==> src/rtl/sa_wresp_pkg.sv <==
// Shared definitions for the write-response router: BRESP encodings and
// the helper that pulls the master index out of a slave-side transaction ID.
package sa_wresp_pkg;

  typedef enum logic [1:0] {
    BRESP_OKAY   = 2'b00,
    BRESP_EXOKAY = 2'b01,
    BRESP_SLVERR = 2'b10,
    BRESP_DECERR = 2'b11
  } bresp_e;

  // The master index occupies the top mst_id_w bits of a slv_id_w-wide ID.
  function automatic int mst_idx(input logic [63:0] id,
                                 input int          slv_id_w,
                                 input int          mst_id_w);
    logic [63:0] mask;
    mask = (64'd1 << mst_id_w) - 64'd1;
    return int'((id >> (slv_id_w - mst_id_w)) & mask);
  endfunction

endpackage

==> src/rtl/sa_bresp_slice.sv <==
// One-entry valid/ready register slice carrying a single write response
// toward one master; accepts a new entry in the same cycle the old one leaves.
module sa_bresp_slice #(
  parameter int DATA_W = 9
) (
  input  logic              ACLK_i,
  input  logic              ARESETn_i,
  input  logic              in_valid,
  output logic              in_ready,
  input  logic [DATA_W-1:0] in_data,
  output logic              out_valid,
  input  logic              out_ready,
  output logic [DATA_W-1:0] out_data
);

  logic              full_q;
  logic [DATA_W-1:0] data_q;

  assign in_ready  = !full_q || out_ready;
  assign out_valid = full_q;
  assign out_data  = data_q;

  always_ff @(posedge ACLK_i or negedge ARESETn_i) begin
    if (!ARESETn_i) full_q <= 1'b0;
    else if (in_ready) full_q <= in_valid;
  end

  // NOTE: the payload register is deliberately not reset; it is only
  // observed while full_q is set, which the reset does clear.
  always_ff @(posedge ACLK_i) begin
    if (in_valid && in_ready) data_q <= in_data;
  end

endmodule

==> src/rtl/sa_wresp_router.sv <==
// Routes slave write responses back to the issuing master by ID, tracks
// outstanding writes per master, and drops responses nobody is waiting for.
module sa_wresp_router
  import sa_wresp_pkg::*;
#(
  parameter int MST_AMT         = 3,
  parameter int OUTSTANDING_AMT = 8,
  parameter int MST_ID_W        = (MST_AMT > 1) ? $clog2(MST_AMT) : 1,
  parameter int TRANS_MST_ID_W  = 5,
  parameter int TRANS_SLV_ID_W  = TRANS_MST_ID_W + MST_ID_W,
  parameter int TRANS_WR_RESP_W = 2,
  parameter int OUT_REG         = 1
) (
  input  logic                                ACLK_i,
  input  logic                                ARESETn_i,
  input  logic [TRANS_SLV_ID_W-1:0]           s_BID_i,
  input  logic [TRANS_WR_RESP_W-1:0]          s_BRESP_i,
  input  logic                                s_BVALID_i,
  output logic                                s_BREADY_o,
  output logic [TRANS_SLV_ID_W*MST_AMT-1:0]   dsp_BID_o,
  output logic [TRANS_WR_RESP_W*MST_AMT-1:0]  dsp_BRESP_o,
  output logic [MST_AMT-1:0]                  dsp_BVALID_o,
  input  logic [MST_AMT-1:0]                  dsp_BREADY_i,
  input  logic [TRANS_SLV_ID_W-1:0]           AW_AxID_i,
  input  logic                                AW_shift_en_i,
  output logic [MST_AMT-1:0]                  AW_stall_o,
  output logic                                unexp_resp_o
);

  localparam int               CNT_W   = $clog2(OUTSTANDING_AMT + 1);
  localparam logic [CNT_W-1:0] CNT_MAX = CNT_W'(OUTSTANDING_AMT);
  localparam int               LANE_W  = TRANS_SLV_ID_W + TRANS_WR_RESP_W;

  logic [CNT_W-1:0]   cnt_q [MST_AMT];
  logic [MST_AMT-1:0] b_sel, aw_sel, lane_ready, inc, dec;
  logic               b_legal, b_ready, b_hs, unexp_q;
  int                 b_mst, aw_mst;

  always_comb begin
    b_mst  = mst_idx(64'(s_BID_i), TRANS_SLV_ID_W, MST_ID_W);
    aw_mst = mst_idx(64'(AW_AxID_i), TRANS_SLV_ID_W, MST_ID_W);
    b_sel  = '0;
    aw_sel = '0;
    for (int m = 0; m < MST_AMT; m++) begin
      b_sel[m]  = (b_mst == m);
      aw_sel[m] = (aw_mst == m);
    end
  end

  // An index beyond MST_AMT never matches a lane, so it falls out as illegal.
  always_comb begin
    b_legal = 1'b0;
    b_ready = 1'b1;
    for (int m = 0; m < MST_AMT; m++) begin
      if (b_sel[m] && (cnt_q[m] != '0)) begin
        b_legal = 1'b1;
        b_ready = lane_ready[m];
      end
    end
  end

  assign s_BREADY_o   = ARESETn_i & b_ready;
  assign b_hs         = s_BVALID_i & s_BREADY_o;
  assign unexp_resp_o = unexp_q;

  always_comb begin
    inc = '0;
    dec = '0;
    for (int m = 0; m < MST_AMT; m++) begin
      inc[m] = AW_shift_en_i & aw_sel[m] & ~AW_stall_o[m];
      dec[m] = b_hs & b_legal & b_sel[m];
    end
  end

  // NOTE: sequential state uses non-blocking assignments so every register
  // samples the pre-edge values regardless of statement order.
  always_ff @(posedge ACLK_i or negedge ARESETn_i) begin
    if (!ARESETn_i) begin
      for (int m = 0; m < MST_AMT; m++) cnt_q[m] <= '0;
      unexp_q <= 1'b0;
    end else begin
      for (int m = 0; m < MST_AMT; m++) begin
        if (inc[m] && !dec[m])      cnt_q[m] <= cnt_q[m] + CNT_W'(1);
        else if (dec[m] && !inc[m]) cnt_q[m] <= cnt_q[m] - CNT_W'(1);
      end
      unexp_q <= b_hs & ~b_legal;
    end
  end

  for (genvar m = 0; m < MST_AMT; m++) begin : g_lane
    logic              lane_valid;
    logic [LANE_W-1:0] lane_data;

    assign lane_valid = s_BVALID_i & b_legal & b_sel[m];
    assign AW_stall_o[m] = (cnt_q[m] == CNT_MAX);
    assign dsp_BID_o[(m+1)*TRANS_SLV_ID_W-1 -: TRANS_SLV_ID_W]    = lane_data[LANE_W-1 -: TRANS_SLV_ID_W];
    assign dsp_BRESP_o[(m+1)*TRANS_WR_RESP_W-1 -: TRANS_WR_RESP_W] = lane_data[TRANS_WR_RESP_W-1:0];

    if (OUT_REG != 0) begin : g_reg
      sa_bresp_slice #(.DATA_W(LANE_W)) u_slice (
        .ACLK_i    (ACLK_i),
        .ARESETn_i (ARESETn_i),
        .in_valid  (lane_valid),
        .in_ready  (lane_ready[m]),
        .in_data   ({s_BID_i, s_BRESP_i}),
        .out_valid (dsp_BVALID_o[m]),
        .out_ready (dsp_BREADY_i[m]),
        .out_data  (lane_data)
      );
    end else begin : g_pass
      assign lane_ready[m]   = dsp_BREADY_i[m];
      assign dsp_BVALID_o[m] = lane_valid & ARESETn_i;
      assign lane_data       = {s_BID_i, s_BRESP_i};
    end
  end

endmodule
==> config.mk <==
export PLATFORM = sky130hd
export DESIGN_NAME = sa_wresp_router
export DESIGN_NICKNAME = d
export VERILOG_FILES = /design/src/rtl/sa_wresp_pkg.sv /design/src/rtl/sa_bresp_slice.sv /design/src/rtl/sa_wresp_router.sv
export SDC_FILE = /design/constraint.sdc
export NUM_CORES = 1
export LEC_CHECK = 0
export ABC_AREA = 1
export CORE_ASPECT_RATIO = 0.75
export CORE_MARGIN = 2
export CORE_UTILIZATION = 50
export CTS_CLUSTER_DIAMETER = 30
export DETAILED_ROUTE_END_ITERATION = 6
export PLACE_DENSITY = 0.83
export REMOVE_ABC_BUFFERS = 1
export SLEW_MARGIN = 20
export SYNTH_ARGS = -nofsm -noshare
export SYNTH_HDL_FRONTEND = slang
export SYNTH_SLANG_ARGS = --single-unit
==> constraint.sdc <==
create_clock -name ACLK_i -period 3.3 [get_ports ACLK_i]
set_clock_uncertainty 0.1 [all_clocks]
set_input_delay 0.33 -clock ACLK_i [delete_from_list [all_inputs] [get_ports ACLK_i]]
set_output_delay 0.33 -clock ACLK_i [all_outputs]
set_load 0.03 [all_outputs]
==> qor.csv <==
stage,metric,value,unit
synthesis,yosys_warnings,0,
setup_path,crit_family,buffers and inverters,
setup_path,cp_max_fo,6,
setup_path,crit_path_cell_trace,"clkdlybuf4s50_1, inv_1, nor2_2, nand2_1, nand3_2, nand2_2, nor2_1, nand2_1, ha_1, inv_1, ha_1, a21oi_1, nand2_1, xor2_1, nand2_1, nand2_1",
routing,finalWirelength,3.956,mm
sta,drv_slew,0,
layout,areaGrowthSynthToFinish,37.06,%
power_and_ir_drop,worst_ir_drop_vdd,0.4307,mV
grt,grt-ovfl-total,0,
run_status,status,completed,
die,ios,58,
sta,fin_setup_tns,0,ps
layout,post-route-util,72.37,%
grt,grt_antenna_before_repair,0,
setup_path,slowest_stage,clkdlybuf4s50_1,
routing,viasPerCell,4.832,
place,dp.cells,278,
synthesis,yosysTopAreaCell,edfxtp_1,
cts,cts_tree,done,
routing,drc,0,
synthesis,synth_area,1958,um2
setup_path,cpMostUsedCell,nand2_1,
cts,clk_pin_slew_worst_paths,80,ps
setup_path,max_stage_delay,600,ps
setup_path,critPathArrivalTime,2740,ps
die,num_rows,19,
sta,final.period_utilization,80.53,%
setup_path,required,3380,ps
cts,clkLatencyLatePin,290,ps
layout,post_route_cells_drive_above_1_share,8.120,%
grt,grt_pass1_wl,6.548,mm
cts,numCtsBuffers,5,
routing,num_vias,1382,
routing,drt.antenna.violating_nets,0,
sta,slew_headroom,77.13,%
routing,wire_per_inst,13.83,um
layout,fin_nets,268,
synthesis,synth_edf_count,27,
setup_path,cp_num_buf_inv,3,
die,die-area,4438,um2
routing,drt-initial-drc-count,53,
power_and_ir_drop,p_leak,1.102,nW
grt,grt_pass1_vias,1367,
synthesis,synthTopCellsByArea,"edfxtp_1 (41%), dfrtp_1 (20%), nand2_1 (6.9%), ha_1 (5.8%), xnor2_1 (4.0%)",
setup_path,start_kind,input pin,
die,start_util,52.80,%
cts,ctsHtreeMaxLevel,2,
cts,cts_setup_buffers,0,
sta,tightest_slew,342.0,ps
grt,grt_max_degree,17,
cts,cts_hold_buf,0,
synthesis,ys.flop_type,edfxtp_1,
cts,cts_root_buf,clkbuf_8,
synthesis,seq_area_frac_synth,61.85,%
cts,cts_sinks,43,
synthesis,yosysTopAreaCellShare,41.41,%
synthesis,synthTopCellsByCount,"nand2_1 (36), edfxtp_1 (27), nor2_1 (20)",
layout,stdcell_count,286,
synthesis,syn_avg_cell_area,11.32,um2
layout,design_area,2684,um2
die,die_x,76.26,um
place,globalplace.congestion,0.8031,
sta,timing.fmax,0.3763,GHz
place,hpwl,3.025,mm
place,placed_area,2551,um2
synthesis,syn_inst,173,
flow_run,drv_cap,0,
setup_path,end_kind,register,
place,port_buffers,52,
sta,grt_setup_unrepaired,no,
worst_hold_path,hold_path.class,in -> async,
synthesis,synth-seq-cells,43,
power_and_ir_drop,finalPower,0.001812,W
synthesis,async_flop_share,37.21,%
sta,hold_viol,0,
routing,dr.pass1.iters,4,
setup_path,criticalPathCategory,in -> reg,
grt,grt_usage,19.90,%
synthesis,yosysMostFrequentCell,nand2_1,
cts,cts_resized,0,
layout,diodes,0,
power_and_ir_drop,power_density,675.2,nW/um2
sta,setup_viol_count_final,0,
die,die_h,58.20,um
synthesis,ys_types,20,
die,core_region_area,3709,um2
cts,cts_max_path_buffers,2,
sta,period_minus_slack,2658,ps
==> routing by layer <==
metal  up-vias  global-route usage [%]  routed length [um]
met5         -                       0                   0
met4         0                   7.792                  69
met3         8                   4.517                 154
met2        36                   34.51                1979
met1       658                   24.90                1754
li1        680                       -                   -
==> layout make-up <==
cell class,count,area [um2]
Clock inverter,2,60.06
Fill cell,270,1025
Tap cell,52,65.06
Inverter,17,63.81
Timing Repair Buffer,56,550.5
Multi-Input combinational cell,110,660.6
Clock buffer,6,72.57
Sequential cell,43,1211
==> path summary, 6_finish.rpt <==
kind | startpoint | to | slack, ps | depth (start not counted)
worst max-delay path | s_BID_i[6] | cnt_q[3] | 640 | 16
worst min-delay path | ARESETn_i | g_lane[1].g_reg.u_slice.out_valid | 350 | 2
min in group ACLK_i | cnt_q[10] | cnt_q[10] | 450 | 2
max in group asynchronous | ARESETn_i | cnt_q[5] | 2560 | 2
worst max register to register | cnt_q[0] | cnt_q[3] | 850 | 15
worst min register to register | cnt_q[10] | cnt_q[10] | 450 | 2
==> state kept, by name, indices dropped and copies added, names as in the netlist <==
name,flops
g_lane.g_reg.u_slice.out_data,27
cnt_q,12
g_lane.g_reg.u_slice.out_valid,3
unexp_resp_o,1
==> logic make-up (layout without fill, tap and decap cells) <==
group,count (synthesis),in the layout,share of synthesized area (%)
AO/OA/AOI/OAI,9,9,2.300
XOR/XNOR,12,12,5.368
adder cells (fa/ha/maj),12,12,8.818
buffers and inverters,20,81,4.409
flip-flops,43,43,61.85
AND/OR/NAND/NOR,77,77,17.25
==> power by group <==
part	internal (W)	total (W)	switching [W]
Sequential	0.000664	0.000767	0.000103
Clock	0.000302	0.000474	0.000171
Combinational	0.000263	0.000572	0.000309
Total	0.00123	0.00181	0.000583
==> cell usage in the layout (no fill, tap or decap), types with 5 or more instances in the layout <==
| master | n |
|---|---|
| inv_1 | 17 |
| dfrtp_1 | 16 |
| xnor2_1 | 9 |
| nor2_1 | 20 |
| clkdlybuf4s50_1 | 52 |
| nand3_1 | 10 |
| nand2_1 | 36 |
| clkbuf_8 | 5 |
| ha_1 | 9 |
| edfxtp_1 | 27 |
==> through the flow <==
step | hold WS (ps) | worst slack (ps)
2_1_floorplan | -65.59 | 931.5
3_3_place_gp | 411.5 | 442.7
3_5_place_dp | 440.5 | 362.3
4_1_cts | 349.4 | 641.3
5_1_grt | 360.9 | 380.9
6_report | 352.8 | 642.4
No activity file was read; power rests on OpenSTA's default activity.
